===== config.mk =====
export PLATFORM = sky130hd
export DESIGN_NAME = cpu_io_timer
export DESIGN_NICKNAME = d
export VERILOG_FILES = /design/src/rtl/cpu_io_pkg.sv /design/src/rtl/io_timer16.sv /design/src/rtl/cpu_io_timer.sv
export SDC_FILE = /design/constraint.sdc
export NUM_CORES = 1
export LEC_CHECK = 0
export CAP_MARGIN = 20
export CORE_MARGIN = 2
export CORE_UTILIZATION = 41
export DETAILED_ROUTE_END_ITERATION = 8
export PLACE_DENSITY = 0.71
export SLEW_MARGIN = 15
export SYNTH_ARGS = -nofsm -noshare
export SYNTH_HDL_FRONTEND = slang
export SYNTH_SLANG_ARGS = --single-unit

===== constraint.sdc =====
create_clock -name clk -period 2 [get_ports clk]
set_input_delay 0.4 -clock clk [delete_from_list [all_inputs] [get_ports clk]]
set_output_delay 0.4 -clock clk [all_outputs]
set_load 0.01 [all_outputs]

===== src/rtl/cpu_io_pkg.sv =====
// Shared definitions for the cpu6502 I/O and timer block: register offsets,
// interrupt flag bit positions and the CTRL register layout.
package cpu_io_pkg;

   localparam logic [2:0] OFS_PORT_OUT = 3'd0;
   localparam logic [2:0] OFS_PORT_IN  = 3'd1;
   localparam logic [2:0] OFS_TLO      = 3'd2;
   localparam logic [2:0] OFS_THI      = 3'd3;
   localparam logic [2:0] OFS_CTRL     = 3'd4;
   localparam logic [2:0] OFS_IFR      = 3'd5;
   localparam logic [2:0] OFS_IER      = 3'd6;
   localparam logic [2:0] OFS_NMI      = 3'd7;

   localparam int IF_TIMER = 0;
   localparam int IF_EDGE  = 1;
   localparam int IF_SOFT  = 2;
   localparam int IF_BITS  = 3;

   localparam int CTRL_RUN  = 0;
   localparam int CTRL_CONT = 1;

   // Packed so that bit CTRL_CONT is cont and bit CTRL_RUN is run.
   typedef struct packed {
      logic cont;
      logic run;
   } ctrl_t;

endpackage


===== src/rtl/io_timer16.sv =====
// 16-bit interval timer: prescaler, reload latch and down-counter with an
// underflow pulse. A load always beats a coincident underflow.
module io_timer16 #(
   parameter int PRESCALE = 1
) (
   input  logic        clk,
   input  logic        reset,
   input  logic        latch_lo_we,
   input  logic        load,
   input  logic [7:0]  wdata,
   input  logic        run,
   input  logic        continuous,
   output logic [15:0] count,
   output logic        underflow
);

   localparam logic [7:0] PRE_MAX = 8'(PRESCALE - 1);

   logic [7:0]  pre_q, pre_d;
   logic [15:0] latch_q, latch_d;
   logic [15:0] count_q, count_d;
   logic        tick;

   assign tick      = run && (pre_q == PRE_MAX);
   assign underflow = tick && (count_q == 16'd0) && !load;
   assign count     = count_q;

   always_comb begin
      // NOTE: every variable gets a default first so no path leaves it unassigned
      // and no latch is inferred.
      pre_d   = pre_q;
      latch_d = latch_q;
      count_d = count_q;

      if (run) begin
         pre_d = tick ? 8'd0 : pre_q + 8'd1;
      end

      if (tick) begin
         if (count_q == 16'd0) begin
            count_d = continuous ? latch_q : 16'd0;
         end else begin
            count_d = count_q - 16'd1;
         end
      end

      if (latch_lo_we) begin
         latch_d[7:0] = wdata;
      end

      // The high-byte write completes the latch and restarts the count from it.
      if (load) begin
         latch_d[15:8] = wdata;
         count_d       = {wdata, latch_q[7:0]};
         pre_d         = 8'd0;
      end
   end

   always_ff @(posedge clk or negedge reset) begin
      if (!reset) begin
         pre_q   <= 8'd0;
         latch_q <= 16'd0;
         count_q <= 16'd0;
      end else begin
         // NOTE: sequential state uses non-blocking assignments so every flop
         // samples the pre-edge values regardless of statement order.
         pre_q   <= pre_d;
         latch_q <= latch_d;
         count_q <= count_d;
      end
   end

endmodule


===== src/rtl/cpu_io_timer.sv =====
// Memory-mapped I/O responder on the cpu6502 bus: output port, synchronised
// input port, interval timer, interrupt flags/enables and an NMI pulse.
module cpu_io_timer
   import cpu_io_pkg::*;
#(
   parameter logic [15:0] BASE       = 16'hbff8,
   parameter int          PRESCALE   = 1,
   parameter int          NMI_CYCLES = 4
) (
   input  logic        clk,
   input  logic        reset,
   input  logic [15:0] address,
   input  logic        write,
   input  logic [7:0]  data_i,
   output logic [7:0]  data_o,
   output logic        hit,
   input  logic [7:0]  port_in,
   output logic [7:0]  port_out,
   output logic        irq,
   output logic        nmi
);

   localparam int NW = $clog2(NMI_CYCLES + 1);

   logic [2:0]         ofs;
   logic               wr_en;
   logic               we_port, we_tlo, we_thi, we_ctrl, we_ifr, we_ier, we_nmi;

   logic [7:0]         port_out_q, port_out_d;
   logic [7:0]         sync1_q, sync1_d;
   logic [7:0]         sync2_q, sync2_d;
   logic               edge_prev_q, edge_prev_d;
   ctrl_t              ctrl_q, ctrl_d;
   logic [IF_BITS-1:0] ifr_q, ifr_d;
   logic [IF_BITS-1:0] ier_q, ier_d;
   logic               irq_q, irq_d;
   logic [NW-1:0]      nmi_cnt_q, nmi_cnt_d;
   logic               nmi_q, nmi_d;

   logic [15:0]        timer_count;
   logic               timer_underflow;
   logic               port_fall;

   assign hit   = (address[15:3] == BASE[15:3]);
   assign ofs   = address[2:0];
   assign wr_en = hit && write;

   assign we_port = wr_en && (ofs == OFS_PORT_OUT);
   assign we_tlo  = wr_en && (ofs == OFS_TLO);
   assign we_thi  = wr_en && (ofs == OFS_THI);
   assign we_ctrl = wr_en && (ofs == OFS_CTRL);
   assign we_ifr  = wr_en && (ofs == OFS_IFR);
   assign we_ier  = wr_en && (ofs == OFS_IER);
   assign we_nmi  = wr_en && (ofs == OFS_NMI);

   assign port_fall = edge_prev_q && !sync2_q[0];

   io_timer16 #(
      .PRESCALE(PRESCALE)
   ) u_timer (
      .clk        (clk),
      .reset      (reset),
      .latch_lo_we(we_tlo),
      .load       (we_thi),
      .wdata      (data_i),
      .run        (ctrl_q.run),
      .continuous (ctrl_q.cont),
      .count      (timer_count),
      .underflow  (timer_underflow)
   );

   always_comb begin
      port_out_d  = port_out_q;
      sync1_d     = port_in;
      sync2_d     = sync1_q;
      edge_prev_d = sync2_q[0];
      ctrl_d      = ctrl_q;
      ifr_d       = ifr_q;
      ier_d       = ier_q;
      nmi_cnt_d   = (nmi_cnt_q != '0) ? nmi_cnt_q - NW'(1) : '0;

      if (we_port) port_out_d = data_i;
      if (we_ier)  ier_d      = data_i[IF_BITS-1:0];

      // Later assignments win: underflow stop, then THI restart, then CTRL write.
      if (timer_underflow && !ctrl_q.cont) ctrl_d.run = 1'b0;
      if (we_thi)  ctrl_d.run = 1'b1;
      if (we_ctrl) ctrl_d     = ctrl_t'(data_i[1:0]);

      // Clears first so that a same-cycle set event overrides them.
      if (we_ifr) begin
         ifr_d[IF_TIMER] = ifr_q[IF_TIMER] & ~data_i[IF_TIMER];
         ifr_d[IF_EDGE]  = ifr_q[IF_EDGE]  & ~data_i[IF_EDGE];
         ifr_d[IF_SOFT]  = ifr_q[IF_SOFT]  ^  data_i[IF_SOFT];
      end
      if (we_thi)          ifr_d[IF_TIMER] = 1'b0;
      if (timer_underflow) ifr_d[IF_TIMER] = 1'b1;
      if (port_fall)       ifr_d[IF_EDGE]  = 1'b1;

      if (we_nmi) nmi_cnt_d = NW'(NMI_CYCLES);

      irq_d = |(ifr_q & ier_q);
      nmi_d = (nmi_cnt_d != '0);
   end

   always_ff @(posedge clk or negedge reset) begin
      if (!reset) begin
         port_out_q  <= 8'h00;
         sync1_q     <= 8'h00;
         sync2_q     <= 8'h00;
         edge_prev_q <= 1'b0;
         ctrl_q      <= '0;
         ifr_q       <= '0;
         ier_q       <= '0;
         irq_q       <= 1'b0;
         nmi_cnt_q   <= '0;
         nmi_q       <= 1'b0;
      end else begin
         port_out_q  <= port_out_d;
         sync1_q     <= sync1_d;
         sync2_q     <= sync2_d;
         edge_prev_q <= edge_prev_d;
         ctrl_q      <= ctrl_d;
         ifr_q       <= ifr_d;
         ier_q       <= ier_d;
         irq_q       <= irq_d;
         nmi_cnt_q   <= nmi_cnt_d;
         nmi_q       <= nmi_d;
      end
   end

   always_comb begin
      data_o = 8'h00;
      case (ofs)
         OFS_PORT_OUT: data_o = port_out_q;
         OFS_PORT_IN:  data_o = sync2_q;
         OFS_TLO:      data_o = timer_count[7:0];
         OFS_THI:      data_o = timer_count[15:8];
         OFS_CTRL:     data_o = {6'b0, ctrl_q};
         OFS_IFR:      data_o = {irq_q, 4'b0, ifr_q};
         OFS_IER:      data_o = {5'b0, ier_q};
         default:      data_o = 8'h00;
      endcase
   end

   assign port_out = port_out_q;
   assign irq      = irq_q;
   assign nmi      = nmi_q;

endmodule


# Word-level counts from Yosys, hierarchy flattened
# Index checks and enable logic that the tools add are counted.
# word_totals
reg_bits	78
input_bits	35
output_inout_bits	19
elab_cells	78
# op_classes
n_addsub	3
eq_ne	8
n_mux	17
bitwise_logic	6
n_reduce_logical	27
# op_table
op	count
two-way mux 16 bit	4
one-hot mux 8 bit (7 select lines)	1
two-way mux 8 bit	3
zero test 16 bit	1
subtractor 16 x 1 -> 16 bit (second input constant)	1
equality test 13 bit (second input constant)	1
logical AND 1 bit	13
equality test 3 bit (second input constant)	4
nonzero test 3 bit	4
adder 8 x 1 -> 8 bit (second input constant)	1
zero test 8 bit	1
equality test 3 x 2 -> 1 bit (second input constant)	2
two-way mux 1 bit	6
two-way mux 3 bit	2
nonzero test 2 bit	3
AND 3 bit	1
equality test 3 x 1 -> 1 bit (second input constant)	1
zero test 1 bit	3
zero test 3 bit	1
OR reduction 3 bit	1
subtractor 3 x 1 -> 3 bit (second input constant)	1
AND 1 bit	2
two-way mux 2 bit	1
NOT 1 bit	2
bitwise XOR 1 bit	1

# Logic depth before layout (Yosys ltp)
# logic_depth
ltp_word	9
mapped_depth	10

# Cells and area by module
# Synthesis repeated with hierarchy kept, for this count alone.
# unflattened
cells_unflattened	368
area_unflattened_um2	3987.6
# modules_own_cells
module	instances	cells_each	area_each_um2	seq_area_each_um2
io_timer16	1	233	2232.1	1001.0
cpu_io_timer	1	135	1755.4	950.9

# Least setup slack after synthesis
# Ideal clock, no wire load.
# synth_path
path_type	input-to-output
start	input port address[0]
end	output port data_o[2]
t_arrival_ns	1.660
required_time_ns	1.600
setup_slack_ns	-0.060
cell_stages	5
path_cell_list	buf_2 > buf_1 > mux4_2 > nor2_1 > nor2_1
# synth_via
elab_chain_len	2
word_cells_on_any_way	8
classes_between	eq/ne: 6; mux: 1; reduce/logical: 1
# synth_rtl
element	line	rtl
from (decl)	cpu_io_timer.sv:12	input logic [15:0] address,
equality test 3 bit, or another cell as far along	cpu_io_timer.sv:134	case (ofs)
one-hot mux 8 bit (7 select lines) (*)	cpu_io_timer.sv:134	
to (decl)	cpu_io_timer.sv:15	output logic [7:0] data_o,
# Mark *: on every way between the ends. The rest lies on a longest branch, timed or not.

# Worst setup path in the final report
# layout_path
start	input port address[2]
end	output port data_o[2]
# Same word-level chain as after synthesis.

==> flow_metrics.tcl <==
set metrics [dict create \
    period_share_pct 102.5 \
    worstSkewPairLatency_ns 0.35 \
    status "finished, violations left" \
    ys_seq_area_share_pct 48.34 \
    setup_viol 7 \
    fin_crit_ns 2.050 \
    ys_ff_latch 78 \
    rsz0062_at_grt "true" \
    grt_pass1_vias 3644 \
    core_region_area_mm2 0.009684 \
    hold_violations 0 \
    die_area_mm2 0.01066 \
    htree_levels 3 \
    drc 0 \
    ir_worst_vdd_uv 551.2 \
    multi_input_area_mm2 0.002160 \
    critPathBufInv 5 \
    clock_sinks 78 \
    synth_edf_count 0 \
    layout-drive-gt1-share_pct 37.52 \
    ys_warn_count 0 \
    stdcell_area_mm2 0.005849 \
    synthDistinctLibCells 66 \
    path_clk_slew_ns 0.08 \
    post_drt_wl_per_cell_um 17.90 \
    vias_per_cell 5.687 \
    yosys-top-cells-area "dfrtp_1, nand2_1, mux2_2" \
    grt_max_degree 43 \
    slew_headroom_pct 65.05 \
    critPathKind "in -> out" \
    clock_skew_ns 0.007221 \
    final_max_slew_viol_count 0 \
    syn_avg_cell_area_um2 10.12 \
    syn2layout_area_growth_pct 44.87 \
    p_leak_nw 2.633 \
    cts_buffer_depth 2 \
    maxCapViolCount 0 \
    first_pass_iters 5 \
    finalPower_w 0.003097 \
    die_x_um 103.2 \
    path_cells "dlygate4sd2_1, buf_12, clkinvlp_4, buf_4, a221oi_1, nor2_1, buf_2" \
    fmax_ghz 0.4879 \
    grt-ovfl-total 0 \
    cts_tree "built" \
    crit_slowest_cell "a221oi_1" \
    crit_path_end_kind "primary output" \
    start_kind "input pin" \
    netlist_area_mm2 0.004038 \
    floorplan.initialDensity_pct 41.69 \
    setup_slack_ns -0.04951 \
    hold_path.class "in -> async" \
    worst_pin_slew_ns 0.5243 \
    yosys.area.top_type_share_pct 48.34 \
    synthArstFlopShare_pct 100.0 \
    nets 575 \
    nFillCells 748 \
    holdBufCountCts 0 \
    crit_required_ns 1.60 \
    p_per_area_mw_per_mm2 529.5 \
    critPathMaxFanout 12 \
    routed_wl_um 12060 \
    dp.cells 640 \
    grt_pass1_wl_um 18730 \
    globalplace.congestion 0.8866 \
    die_h_um 103.2 \
    hold-worst-slack_ns 0.01419 \
    cts-root-buf "clkbuf_8" \
    timing.critical_path.max_delay_family "buffers and inverters" \
    crit_arrival_ns 1.65 \
    groute.usage.overall_pct 23.20 \
    fp-row-count 36 \
    io_buffer_count 53 \
    num_antenna_cells 0 \
    syn_inst 399 \
    antenna_found_initial 1 \
    num_vias 3833 \
    instances_no_fill 674 \
    drtIter0Drc 310 \
    seqCellArea_mm2 0.001956 \
    cts_made_buffers 9 \
    ant_nets 0 \
    syn_nets 438 \
    ios 54 \
    violations "setup timing" \
    slowest_delay_ns 0.29 \
    yosys.area.top_type "dfrtp_1" \
    setup_tns_ns -0.09420 \
    dpl.hpwl_um 8285 \
    synthFlopType "dfrtp_1" \
    postPlaceCellArea_mm2 0.005236 \
]
## flip-flops by register name, indices dropped and copies added, names as in the netlist
signal / count
sync1_q: 8
ifr_q: 3
irq: 1
ier_q: 3
nmi: 1
u_timer.latch_q: 16
sync2_q: 8
u_timer.count: 16
ctrl_q: 2
edge_prev_q: 1
nmi_cnt_q: 3
port_out: 8
u_timer.pre_q: 8
## worst paths after layout
path                                                    start                            to  slack (ns)  depth (start not counted)
worst max-delay path                               address[2]                     data_o[2]       -0.05                          7
worst max register to register  u_timer.count[11]$_DFFE_PN0P_  u_timer.count[6]$_DFFE_PN0P_       -0.02                          7
min in group clk                         sync1_q[0]$_DFF_PN0_          sync2_q[0]$_DFF_PN0_        0.35                          0
max in group asynchronous                               reset          ier_q[2]$_DFFE_PN0P_        1.40                          2
worst min register to register           sync1_q[0]$_DFF_PN0_          sync2_q[0]$_DFF_PN0_        0.35                          0
worst min-delay path                                    reset       port_out[5]$_DFFE_PN0P_        0.01                          1
## cell families after synthesis
group	count (synthesis)	share of synthesized area, %
AND/OR/NAND/NOR	169	22.71
flip-flops	78	48.34
AO/OA/AOI/OAI	75	11.28
buffers and inverters	34	4.276
multiplexers	33	10.85
XOR/XNOR	6	1.302
adder cells (fa/ha/maj)	4	1.240
## Yosys cell counts (5+ instances only)
cell,instances
a31oi_1,5
mux4_2,6
mux2_2,13
nor4b_1,5
mux2_1,9
nor2_1,32
nand4_1,9
and2_1,6
nand3_1,11
nand2_1,51
o21ai_1,10
nor4_1,6
inv_1,10
clkbuf_1,6
dfrtp_1,78
buf_2,9
a21oi_1,17
o21ai_0,21
nor3_1,13
## placed cells by master (no fill, tap or decap), types with 5 or more instances in the layout
cell type | synthesis | final
a21oi_1 | 17 | 12
mux2_1 | 9 | 6
mux4_2 | 6 | 6
buf_12 | 0 | 5
inv_1 | 10 | 7
nand2_1 | 51 | 50
a31oi_1 | 5 | 5
clkdlybuf4s50_1 | 0 | 27
nor4_1 | 6 | 5
dlymetal6s2s_1 | 0 | 5
buf_6 | 2 | 5
or4_4 | 3 | 5
buf_4 | 4 | 85
clkbuf_8 | 0 | 10
dfrtp_1 | 78 | 75
mux2_2 | 13 | 10
nor2_1 | 32 | 29
mux2_4 | 1 | 7
o21ai_0 | 21 | 14
o21ai_1 | 10 | 16
a21oi_2 | 0 | 5
dlygate4sd2_1 | 0 | 9
buf_2 | 9 | 9
nor3_1 | 13 | 12
nand4_1 | 9 | 9
nand3_1 | 11 | 10
## area by class of cell
type	instances	area share, %
multi-input combinational	288	36.92
clock buffer	10	2.353
inverter	11	0.8128
clock inverter	6	1.176
sequential	78	33.43
tap	133	2.845
timing repair buffer	148	22.46
## through the flow
step           util (%)  worst slack, ns
4_1_cts           58.44         0.002183
3_5_place_dp      54.07          -0.6949
3_3_place_gp      54.07          -0.6588
2_1_floorplan         -         0.008090
6_report          60.40         -0.04951
5_1_grt           60.40         -0.07655
## power breakdown
group,switching (W),internal (W)
clock,0.000609,0.000617
combinational,0.000132,0.000138
sequential,0.00000717,0.00159
total,0.000748,0.00235
## worst register-to-register path: stages (launching register included)
cell and delay, ns:
dfrtp_2 0.45, buf_6 0.14, or4_4 0.52, nor2_4 0.14, and4_4 0.30, a21o_4 0.19
a21oi_2 0.06, o21ai_1 0.15
## repair_timing
action                     4_1_cts  5_1_grt
buffers inserted                12        4
gates cloned                     2        1
pin swaps                       14       13
setup endpoints to repair       47       40
resized for setup               83       44
## routing by layer
layer  vias up  track usage [%]  share of wire [%]
li1       1722                -                  -
met1      1901            32.15                 43
met2       173            37.16                 49
met3        35            4.167                5.7
met4         2            7.794                2.6
met5         -                0              0.091
Note: power is estimated with default switching activity, not from simulation.
